## src/rtl/mem_arb_pkg.sv

```systemverilog
// Shared types and parameter defaults for the SRAM arbiter and its access sequencer.
package mem_arb_pkg;

    typedef enum logic [1:0] {
        ST_IDLE,
        ST_SETUP,
        ST_STROBE,
        ST_HOLD
    } state_t;

    typedef enum logic {
        OWN_IF,
        OWN_MEM
    } owner_t;

    localparam int ADDR_W_DEF   = 18;
    localparam int WAIT_CYC_DEF = 1;

endpackage

```

## src/rtl/sram_seq.sv

```systemverilog
// SRAM access sequencer: one SETUP / STROBE / HOLD pass per start, controls registered from next state.
// state  | meaning
// IDLE   | no access, all SRAM controls inactive
// SETUP  | ce_n low, address (and write data) driven
// STROBE | oe_n or we_n low for WAIT_CYC cycles
// HOLD   | strobe released, address/data held; may chain straight into SETUP
module sram_seq
    import mem_arb_pkg::*;
#(
    parameter int ADDR_W   = ADDR_W_DEF,
    parameter int WAIT_CYC = WAIT_CYC_DEF
) (
    input  logic              clk,
    input  logic              rst,
    input  logic              start_i,
    input  logic              write_i,
    input  logic [15:0]       addr_i,
    input  logic [15:0]       wdata_i,
    output logic              accept_o,
    output logic              hold_o,
    output logic              capture_o,
    output logic [ADDR_W-1:0] sram_addr_o,
    output logic [15:0]       sram_dout_o,
    output logic              sram_data_oe_o,
    output logic              sram_ce_n_o,
    output logic              sram_oe_n_o,
    output logic              sram_we_n_o
);

    localparam logic [2:0] CNT_LOAD = 3'(WAIT_CYC - 1);

    state_t            state_q, state_d;
    logic [2:0]        cnt_q, cnt_d;
    logic              wr_q, wr_d;
    logic [ADDR_W-1:0] addr_q, addr_d;
    logic [15:0]       wdata_q, wdata_d;
    logic              ce_n_q, ce_n_d;
    logic              oe_n_q, oe_n_d;
    logic              we_n_q, we_n_d;
    logic              data_oe_q, data_oe_d;

    always_ff @(negedge clk or negedge rst) begin
        if (!rst) begin
            state_q   <= ST_IDLE;
            cnt_q     <= 3'd0;
            wr_q      <= 1'b0;
            addr_q    <= '0;
            wdata_q   <= 16'h0000;
            ce_n_q    <= 1'b1;
            oe_n_q    <= 1'b1;
            we_n_q    <= 1'b1;
            data_oe_q <= 1'b0;
        end else begin
            state_q   <= state_d;
            cnt_q     <= cnt_d;
            wr_q      <= wr_d;
            addr_q    <= addr_d;
            wdata_q   <= wdata_d;
            ce_n_q    <= ce_n_d;
            oe_n_q    <= oe_n_d;
            we_n_q    <= we_n_d;
            data_oe_q <= data_oe_d;
        end
    end

    always_comb begin
        state_d = state_q;
        cnt_d   = cnt_q;
        wr_d    = wr_q;
        addr_d  = addr_q;
        wdata_d = wdata_q;
        case (state_q)
            ST_IDLE, ST_HOLD: begin
                if (start_i) begin
                    state_d = ST_SETUP;
                    wr_d    = write_i;
                    addr_d  = ADDR_W'(addr_i);
                    if (write_i) wdata_d = wdata_i;
                end else begin
                    state_d = ST_IDLE;
                end
            end
            ST_SETUP: begin
                state_d = ST_STROBE;
                cnt_d   = CNT_LOAD;
            end
            ST_STROBE: begin
                if (cnt_q == 3'd0) state_d = ST_HOLD;
                else               cnt_d   = cnt_q - 3'd1;
            end
            default: state_d = ST_IDLE;
        endcase
    end

    // Controls are decoded from the next state so every pin comes straight off a flop.
    always_comb begin
        ce_n_d    = (state_d == ST_IDLE);
        oe_n_d    = !((state_d == ST_STROBE) && !wr_d);
        we_n_d    = !((state_d == ST_STROBE) && wr_d);
        data_oe_d = wr_d && (state_d != ST_IDLE);
    end

    assign accept_o       = (state_q == ST_IDLE) || (state_q == ST_HOLD);
    assign hold_o         = (state_q == ST_HOLD);
    assign capture_o      = (state_q == ST_STROBE) && (cnt_q == 3'd0) && !wr_q;
    assign sram_addr_o    = addr_q;
    assign sram_dout_o    = wdata_q;
    assign sram_data_oe_o = data_oe_q;
    assign sram_ce_n_o    = ce_n_q;
    assign sram_oe_n_o    = oe_n_q;
    assign sram_we_n_o    = we_n_q;

endmodule

```

## src/rtl/mem_arbiter.sv

```systemverilog
// Shares one SRAM between IF and MEM: MEM-first grant, per-step done flags, rdata capture and stall.
module mem_arbiter
    import mem_arb_pkg::*;
#(
    parameter int ADDR_W   = ADDR_W_DEF,
    parameter int WAIT_CYC = WAIT_CYC_DEF
) (
    input  logic              clk,
    input  logic              rst,
    input  logic              if_req,
    input  logic [15:0]       if_addr,
    output logic [15:0]       if_rdata,
    output logic              if_ready,
    input  logic              mem_read,
    input  logic              mem_write,
    input  logic [15:0]       mem_addr,
    input  logic [15:0]       mem_wdata,
    output logic [15:0]       mem_rdata,
    output logic              mem_ready,
    output logic              stall_out,
    output logic [ADDR_W-1:0] sram_addr,
    output logic [15:0]       sram_dout,
    input  logic [15:0]       sram_din,
    output logic              sram_data_oe,
    output logic              sram_ce_n,
    output logic              sram_oe_n,
    output logic              sram_we_n
);

    owner_t      owner_q, owner_d;
    logic        mem_done_q, mem_done_d;
    logic        if_done_q, if_done_d;
    logic [15:0] if_rdata_q, if_rdata_d;
    logic [15:0] mem_rdata_q, mem_rdata_d;
    logic        accept, hold, capture;
    logic        mem_req, mem_busy, if_busy;
    logic        grant_mem, grant_if, start;

    assign mem_req   = mem_read | mem_write;
    assign mem_ready = hold & (owner_q == OWN_MEM);
    assign if_ready  = hold & (owner_q == OWN_IF);

    // A port finishing in HOLD counts as served, so it is not re-granted on the same edge.
    assign mem_busy  = mem_done_q | mem_ready;
    assign if_busy   = if_done_q | if_ready;
    assign grant_mem = accept & mem_req & ~mem_busy;
    assign grant_if  = accept & ~grant_mem & if_req & ~if_busy;
    assign start     = grant_mem | grant_if;
    assign stall_out = rst & ((mem_req & ~mem_busy) | (if_req & ~if_busy));

    always_comb begin
        owner_d     = owner_q;
        if_rdata_d  = if_rdata_q;
        mem_rdata_d = mem_rdata_q;
        if (start) owner_d = grant_mem ? OWN_MEM : OWN_IF;
        if (capture && (owner_q == OWN_IF))  if_rdata_d  = sram_din;
        if (capture && (owner_q == OWN_MEM)) mem_rdata_d = sram_din;
        // Clearing on pipeline advance wins over setting, or a fresh request would be skipped.
        mem_done_d = stall_out ? (mem_done_q | mem_ready) : 1'b0;
        if_done_d  = stall_out ? (if_done_q | if_ready) : 1'b0;
    end

    always_ff @(negedge clk or negedge rst) begin
        if (!rst) begin
            owner_q     <= OWN_IF;
            mem_done_q  <= 1'b0;
            if_done_q   <= 1'b0;
            if_rdata_q  <= 16'h0000;
            mem_rdata_q <= 16'h0000;
        end else begin
            owner_q     <= owner_d;
            mem_done_q  <= mem_done_d;
            if_done_q   <= if_done_d;
            if_rdata_q  <= if_rdata_d;
            mem_rdata_q <= mem_rdata_d;
        end
    end

    assign if_rdata  = if_rdata_q;
    assign mem_rdata = mem_rdata_q;

    sram_seq #(
        .ADDR_W   (ADDR_W),
        .WAIT_CYC (WAIT_CYC)
    ) u_seq (
        .clk            (clk),
        .rst            (rst),
        .start_i        (start),
        .write_i        (grant_mem & mem_write),
        .addr_i         (grant_mem ? mem_addr : if_addr),
        .wdata_i        (mem_wdata),
        .accept_o       (accept),
        .hold_o         (hold),
        .capture_o      (capture),
        .sram_addr_o    (sram_addr),
        .sram_dout_o    (sram_dout),
        .sram_data_oe_o (sram_data_oe),
        .sram_ce_n_o    (sram_ce_n),
        .sram_oe_n_o    (sram_oe_n),
        .sram_we_n_o    (sram_we_n)
    );

endmodule

```

## config.mk

```make
export PLATFORM = sky130hd
export DESIGN_NAME = mem_arbiter
export DESIGN_NICKNAME = d
export VERILOG_FILES = /design/src/rtl/mem_arb_pkg.sv /design/src/rtl/sram_seq.sv /design/src/rtl/mem_arbiter.sv
export SDC_FILE = /design/constraint.sdc
export NUM_CORES = 1
export LEC_CHECK = 0
export BUFFER_PORTS_ARGS = -buffer_cell sky130_fd_sc_hd__buf_2
export CORE_ASPECT_RATIO = 1.1
export CORE_MARGIN = 3
export CORE_UTILIZATION = 35
export DETAILED_ROUTE_END_ITERATION = 8
export PLACE_DENSITY = 0.66
export SYNTH_ARGS = -nofsm -noshare
export SYNTH_HDL_FRONTEND = slang
export SYNTH_HIERARCHICAL = 1
export SYNTH_SLANG_ARGS = --single-unit
```

## constraint.sdc

```tcl
create_clock -name clk -period 1.95 [get_ports clk]
set_input_delay 0.39 -clock clk [delete_from_list [all_inputs] [get_ports clk]]
set_output_delay 0.39 -clock clk [all_outputs]
set_load 0.1 [all_outputs]
```

; Yosys cells after proc, flatten, opt, wreduce, memory -nomap -nowiden
; Index checks and enable logic that the tools add are counted.
[totals]
elab_cells = 72
input_bits = 69
output_inout_bits = 73
reg_bits = 77
[op_classes]
n_bitwise = 20
n_addsub = 1
reduce_logical = 21
muxes = 11
eq_ne = 5
[ops]
columns = op, count
row1 = $mux W16, 1
row2 = $and A1 B1 Y1, 11
row3 = $logic_and A1 B1 Y1, 7
row4 = $eq A2 B2 Y1 const B, 3
row5 = $mux W1, 6
row6 = $pmux W2 S3, 1
row7 = $pmux W3 S2, 1
row8 = $or A1 B1 Y1, 5
row9 = $logic_not A1 Y1, 4
row10 = $logic_not A2 Y1, 2
row11 = $not A1 Y1, 4
row12 = $reduce_and A2 Y1, 2
row13 = $reduce_bool A2 Y1, 2
row14 = $logic_not A3 Y1, 1
row15 = $mux W3, 1
row16 = $reduce_and A3 Y1, 1
row17 = $sub A3 B1 Y3 const B, 1
row18 = $eq A2 B1 Y1 const B, 1
row19 = $mux W2, 1
row20 = $ne A2 B2 Y1 const B, 1
row21 = $reduce_or A2 Y1, 1
row22 = $logic_or A1 B1 Y1, 1

; Longest topological paths before layout
; Gate-level depths: netlist of the first run.
[logic_depth]
ltp_word = 15
depth_mapped = 8

; Cells and area by module
; The synthesis of the first run kept the hierarchy.
[modules_own_cells]
columns = mod, cells_each, area_per_inst_um2, n_inst
row1 = sram_seq, 114, 1735.4, 1
row2 = mem_arbiter, 107, 1639.1, 1

==> results of run 1 <==
[state kept, by name, indices dropped and copies added, names as in the netlist]
name                  cells
u_seq/sram_data_oe_o      1
u_seq/sram_we_n_o         1
u_seq/cnt_q               3
mem_done_q                1
u_seq/wr_q                1
u_seq/sram_ce_n_o         1
mem_rdata                16
u_seq/sram_dout_o        16
u_seq/sram_addr_o        16
u_seq/state_q             2
owner_q                   1
u_seq/sram_oe_n_o         1
if_done_q                 1
if_rdata                 16
[cells by family after synthesis]
logic type | share of synthesized area, %
adder cells (fa/ha/maj) | 1.85
buffers and inverters | 3.67
multiplexers | 28.7
flip-flops | 57.2
AO/OA/AOI/OAI | 2.71
other | 0.111
AND/OR/NAND/NOR | 5.49
XOR/XNOR | 0.260
[synth_stat cells, types with 2 or more instances]
cell      instances
and2_1            3
and3_1            2
buf_4             2
buf_6             6
dfrtn_1          74
dfstp_2           3
ha_1              5
inv_1            10
mux2_2           62
mux2_4           18
nand2b_1          5
nand3_1           2
nor2_1            3
nor3b_1           3
o21ai_0           5
[per-stage QoR]
stage	hold slack [ps]	cells	TNS [ps]	instance area, sq um	util (%)
4_1_cts	467	523	-46850	5980	65.4
3_5_place_dp	466	484	-34740	5430	59.4
5_1_grt	485	526	-50390	6040	66.0
3_3_place_gp	463	484	-33200	5430	59.4
2_1_floorplan	447	222	-46630	3430	-
6_report	477	526	-46990	6040	66.0
[worst reg2reg max path, delay by kind of cell, from the launching register on]
family,cells,cell delay (ps)
multiplexers,1,290
flip-flops,1,460
AND/OR/NAND/NOR,1,190
adder cells (fa/ha/maj),1,410
buffers and inverters,4,710
[cell usage in the layout (no fill, tap or decap), drive strengths merged, types with 5 or more instances in the layout]
cell / n
o21ai: 5
ha: 5
mux2: 80
buf: 178
nand2b: 5
inv: 17
dfrtn: 74
clkbuf: 9
nand2: 6
[worst min path at each step]
stage | end | slack, ps | cells after the start
after floorplan | u_seq/wr_q | 450 | 1
after global placement | u_seq/wr_q | 460 | 1
after detailed placement | u_seq/wr_q | 470 | 1
after CTS | u_seq/wr_q | 470 | 1
after global routing | u_seq/sram_we_n_o | 490 | 1
final | u_seq/sram_we_n_o | 480 | 1
[timing repair]
item | 4_1_cts | 5_1_grt
cloned | 5 | 1
buffers inserted | 17 | 6
pin swaps | 5 | 3
gates resized for setup | 27 | 12
setup endpoints to repair | 106 | 117
[layer usage]
layer,up-vias,wire [um],track usage (%)
met5,-,0,0
met4,0,112,5.85
met3,9,875,7.10
met2,121,4410,27.0
met1,1205,3310,17.5
li1,1148,-,-
[layout make-up]
class | instances | share of cell area (%)
tap | 114 | 2.36
inverter | 9 | 0.559
clock buffer | 9 | 2.05
clock inverter | 10 | 1.22
sequential | 77 | 32.2
multi-input combinational | 129 | 24.8
timing repair buffer | 178 | 36.8
==> impl_metrics.yaml, run 1 <==
status:
  status: "finished with violations"
  violations: "setup timing"
worst_setup_path:
  worstPathRequired_ps: 1560
  worst-r2r-cell-count: 7
  crit_path_top_delay_cell: "dfrtn_1"
  timing.rr.start: "u_seq/state_q[0]"
  r2r_end: "u_seq/sram_dout_o[15]"
  path_delay_family: "flip-flops"
  path_cells: "ha_4 > and2_4 > o32ai_4 > and2_4 > buf_12"
  crit_type: "reg2out"
  crit_buf_inv: 1
  worstPathArrival_ps: 2660
  worstSetupPathDepth: 5
  crit_fanout: 3
  start_kind: "flip-flop"
  max_stage_delay_ps: 390
  crit_start: "u_seq/state_q[1]"
  critPathCapture: "stall_out"
  worstSetupEndpointType: "primary output"
  crit_top_cell: "and2_4"
  rrSetupSlack_ps: -260
synth:
  synth_top_area_cell: "dfrtn_1"
  syn-cell-area_sq_mm: 0.00337
  ys_seq_area_share_pct: 57.2
  synth_cell_types: 33
  synthTopCellsByArea: "dfrtn_1 (55%), mux2_2 (21%), mux2_4 (8.0%)"
  synth_top_cell_area_share_pct: 54.9
  avgSynthCellArea_sq_um: 15.3
  syn_inst: 221
  dominantRegCellSynth: "dfrtn_1"
  async_reset_ff_share_pct: 100
  synth_enable_flop_cells: 0
  synth.ff_latch_count: 77
  yosysWarnings: 6
clock_network:
  clock-sinks: 77
  cts_tree: "yes"
  clk_latency_ps: 390
  postCtsHoldBufs: 0
  cts-buffers-inserted: 9
  clk_path_buf_depth: 2
  htree_num_levels: 3
  clock-root-buffer: "clkbuf_8"
  cts.clk_slew.worst_paths_ps: 60
sta:
  setup_violations: 107
  hold_viol_final: 0
  rsz0062_at_grt: "yes"
  slew_viol_final: 0
  layout_setup_ws_ps: -1100
  clock_skew_ps: 63.5
global_routing:
  grt_pass1_wl_mm: 13.0
  grt_usage_pct: 15.8
  overflow: 0
  grt_pass1_vias: 2585
  grt_max_degree: 72
  grt_antenna_before_repair: 0
floorplan:
  num_rows: 36
  core-area_sq_mm: 0.00914
  die_width_um: 99.6
  start_util_pct: 36.9
  die_y_um: 109
  io_pins: 142
  dieArea_sq_mm: 0.0109
routing:
  totalWireLength_mm: 8.70
  post_drt_via_cell_ratio: 4.72
  ant_nets: 0
  vias: 2483
  drt-pass1-iter-count: 4
  drt_iter0_markers: 53
  route.detailed.drc: 0
  detail_route.wl_per_cell_um: 16.5
final_layout:
  num-fill-cells: 620
  nNetsFinal: 481
  area_growth_pct: 78.9
  drive_gt1_share_pct: 72.3
  diodes: 0
  seq_area_sq_mm: 0.00194
  multiInputGateArea_sq_mm: 0.00150
place:
  dp_hpwl_mm: 6.31
  place.gp.congestion: 0.735
  pre_cts_ws_ps: -911
  port_buffers: 139
min_path:
  min_from: "u_seq/wr_q"
  hold_path.class: "reg2reg"
job:
  cap_viol_max_count: 0
Power of run 1 is not shown: default switching activity piles up to over one toggle a cycle in this logic, so the estimate is an artifact.
==> inputs of run 2 (changes only) <==
Settings changed: ABC_AREA set to 1, PLACE_DENSITY 0.66 to 0.7, SLEW_MARGIN set to 20.
==> run 2 against run 1 <==
The flow still finishes with violations (setup timing). Global-route usage grew 0.58 points. Clock-buffer cell count increased by 1. Core utilization down 2.8 points. Critical path depth increased by 2. Largest cell class unchanged. Sequential share of layout area increased by 0.22 points. First-iteration DRC count rose by 130%. Non-clock buffer count is 3 lower. Design area down 0.68%.
==> impl_metrics.yaml, run 2 <==
status:
  status: "finished with violations"
  violations: "setup timing"
synth:
  synth_compound_area_share_pct: 8.87
  async_reset_ff_share_pct: 100
  synth_top_family_by_area: "simple AND/OR/NAND/NOR gates"
  synthMostInstantiatedCell: "nand2_1"
  yosysWarnings: 6
  synth_top_area_cell: "dfrtn_1"
  synth_top_cell_area_share_pct: 53.8
  synth_xor_area_share_pct: 0
  synth_cell_types: 21
  synthMuxAreaShare_pct: 0
  synth.ff_latch_count: 77
  synth_fa_ha_area_share_pct: 1.82
  synth_enable_flop_cells: 0
  syn_inst: 390
  dominantRegCellSynth: "dfrtn_1"
  avgSynthCellArea_sq_um: 8.83
  syn-cell-area_sq_mm: 0.00344
  synthTopCellsByArea: "dfrtn_1 (54%), nand2_1 (14%), nand3_1 (6.0%)"
  ys_seq_area_share_pct: 56.1
  synthTopCellsByCount: "nand2_1 (130), dfrtn_1 (74), inv_1 (50), nand3_1 (41), o21ai_0 (32)"
  yosys.area_share.simple_pct: 23.3
sta:
  clock_skew_ps: 51.0
  layout_setup_ws_ps: -912
  hold_viol_final: 0
  slew_viol_final: 0
  setup_violations: 107
  rsz0062_at_grt: "yes"
min_path:
  hold_end: "u_seq/cnt_q[1]"
  hold-path-cell-count: 2
  hold_path.class: "reg2reg"
  min_from: "u_seq/cnt_q[1]"
routing:
  post_drt_via_cell_ratio: 4.57
  ant_nets: 0
  totalWireLength_mm: 8.96
  route.detailed.drc: 0
  vias: 3128
  drt_iter0_markers: 120
  drt-pass1-iter-count: 5
  detail_route.wl_per_cell_um: 13.1
floorplan:
  die_width_um: 101
  core-area_sq_mm: 0.00949
  start_util_pct: 36.3
  die_y_um: 110
  dieArea_sq_mm: 0.0111
  num_rows: 37
  io_pins: 142
worst_setup_path:
  r2r_end: "u_seq/sram_dout_o[4]"
  worstPathRequired_ps: 1560
  crit_fanout: 2
  path_cells: "ha_2 > nand2_2 > nand3_2 > nand2_4 > nand2_4 > clkinvlp_4 > buf_12"
  worstSetupEndpointType: "primary output"
  max_stage_delay_ps: 410
  worstPathArrival_ps: 2470
  start_kind: "flip-flop"
  crit_top_cell: "nand2_4"
  crit_type: "reg2out"
  timing.rr.start: "u_seq/state_q[1]"
  rrSetupSlack_ps: -100
  crit_path_top_delay_cell: "dfrtn_1"
  worst-r2r-cell-count: 13
global_routing:
  grt_usage_pct: 16.4
  grt_pass1_vias: 3058
  grt_max_degree: 78
  grt_pass1_wl_mm: 14.4
  overflow: 0
  grt_antenna_before_repair: 0
clock_network:
  cts-buffers-inserted: 9
  clock-sinks: 77
  clk_path_buf_depth: 2
  clock-root-buffer: "clkbuf_8"
  cts.clk_slew.worst_paths_ps: 50
  clk_latency_ps: 370
  cts_tree: "yes"
  htree_num_levels: 3
place:
  place.gp.congestion: 0.791
  dp_hpwl_mm: 6.37
  dpl-instance-area_sq_mm: 0.00549
  port_buffers: 139
final_layout:
  num-fill-cells: 776
  nNetsFinal: 637
  mostFrequentLayoutCell: "nand2_1"
  area_growth_pct: 74.2
  mostFrequentLayoutCells: "nand2_1 (118), buf_12 (77), dfrtn_1 (74)"
  diodes: 0
  drive_gt1_share_pct: 43.7
  final_cell_area_sq_mm: 0.00600
job:
  cap_viol_max_count: 0
## run 2: worst max path at each step
stage / endpoint / start / depth (start not counted)
after floorplan: stall_out / u_seq/state_q[1] / 6
after global placement: u_seq/sram_dout_o[10] / mem_write / 10
after detailed placement: u_seq/sram_dout_o[5] / mem_write / 10
after CTS: stall_out / u_seq/state_q[0] / 7
after global routing: stall_out / u_seq/state_q[1] / 7
final: stall_out / u_seq/state_q[0] / 7
## run 2: area by class of cell
class,count,area (sq um),share of cell area (%)
clock buffer,10,138,2.30
clock inverter,8,76.3,1.27
inverter,51,223,3.71
multi-input combinational,245,1330,22.1
sequential,77,1940,32.4
tap,117,146,2.44
timing repair buffer,175,2140,35.6
timing repair inverter,1,7.51,0.125
## run 2: logic make-up (layout without fill, tap and decap cells)
group,Yosys count,count (layout)
compound gates,49,49
fa+ha+maj,5,5
buf+inv,72,245
flops,77,77
other cells,1,2
simple gates,186,189
## run 2: per-layer routing
| metal | wire (um) | part of all wire [%] | up-vias | track usage (%) |
|---|---|---|---|---|
| met3 | 555 | 6.2 | 12 | 3.96 |
| met2 | 4580 | 51 | 104 | 28.9 |
| met1 | 3690 | 41 | 1449 | 19.3 |
| met4 | 134 | 1.5 | 0 | 6.54 |
| li1 | - | - | 1563 | - |
| met5 | 0 | 0 | - | 0 |
## run 2: repair_timing
item,CTS,global route
gates cloned,3,1
buffers inserted,14,4
resized for setup,19,17
setup endpoints to repair,107,139
pin swaps,10,4
hold buffers,0,0
## run 2: worst max-delay path, delay by kind of cell (launching register included)
family | cells | cell delay (ps)
adder cells (fa/ha/maj) | 1 | 200
buffers and inverters | 2 | 250
flip-flops | 1 | 410
AND/OR/NAND/NOR | 4 | 310
## run 2: metrics by stage
step                setup TNS [ps]  cells  hold slack (ps)  util [%]  worst slack, ps
floorplan                   -39050    391              428         -             -707
global placement            -24080    646              442      57.8             -593
detailed placement          -26430    646              471      57.8             -664
CTS                         -37550    679              473      62.1             -913
global route                -42040    684              503      63.2            -1010
finish                      -36390    684              473      63.2             -912
Power of run 2 is left out for the same reason.
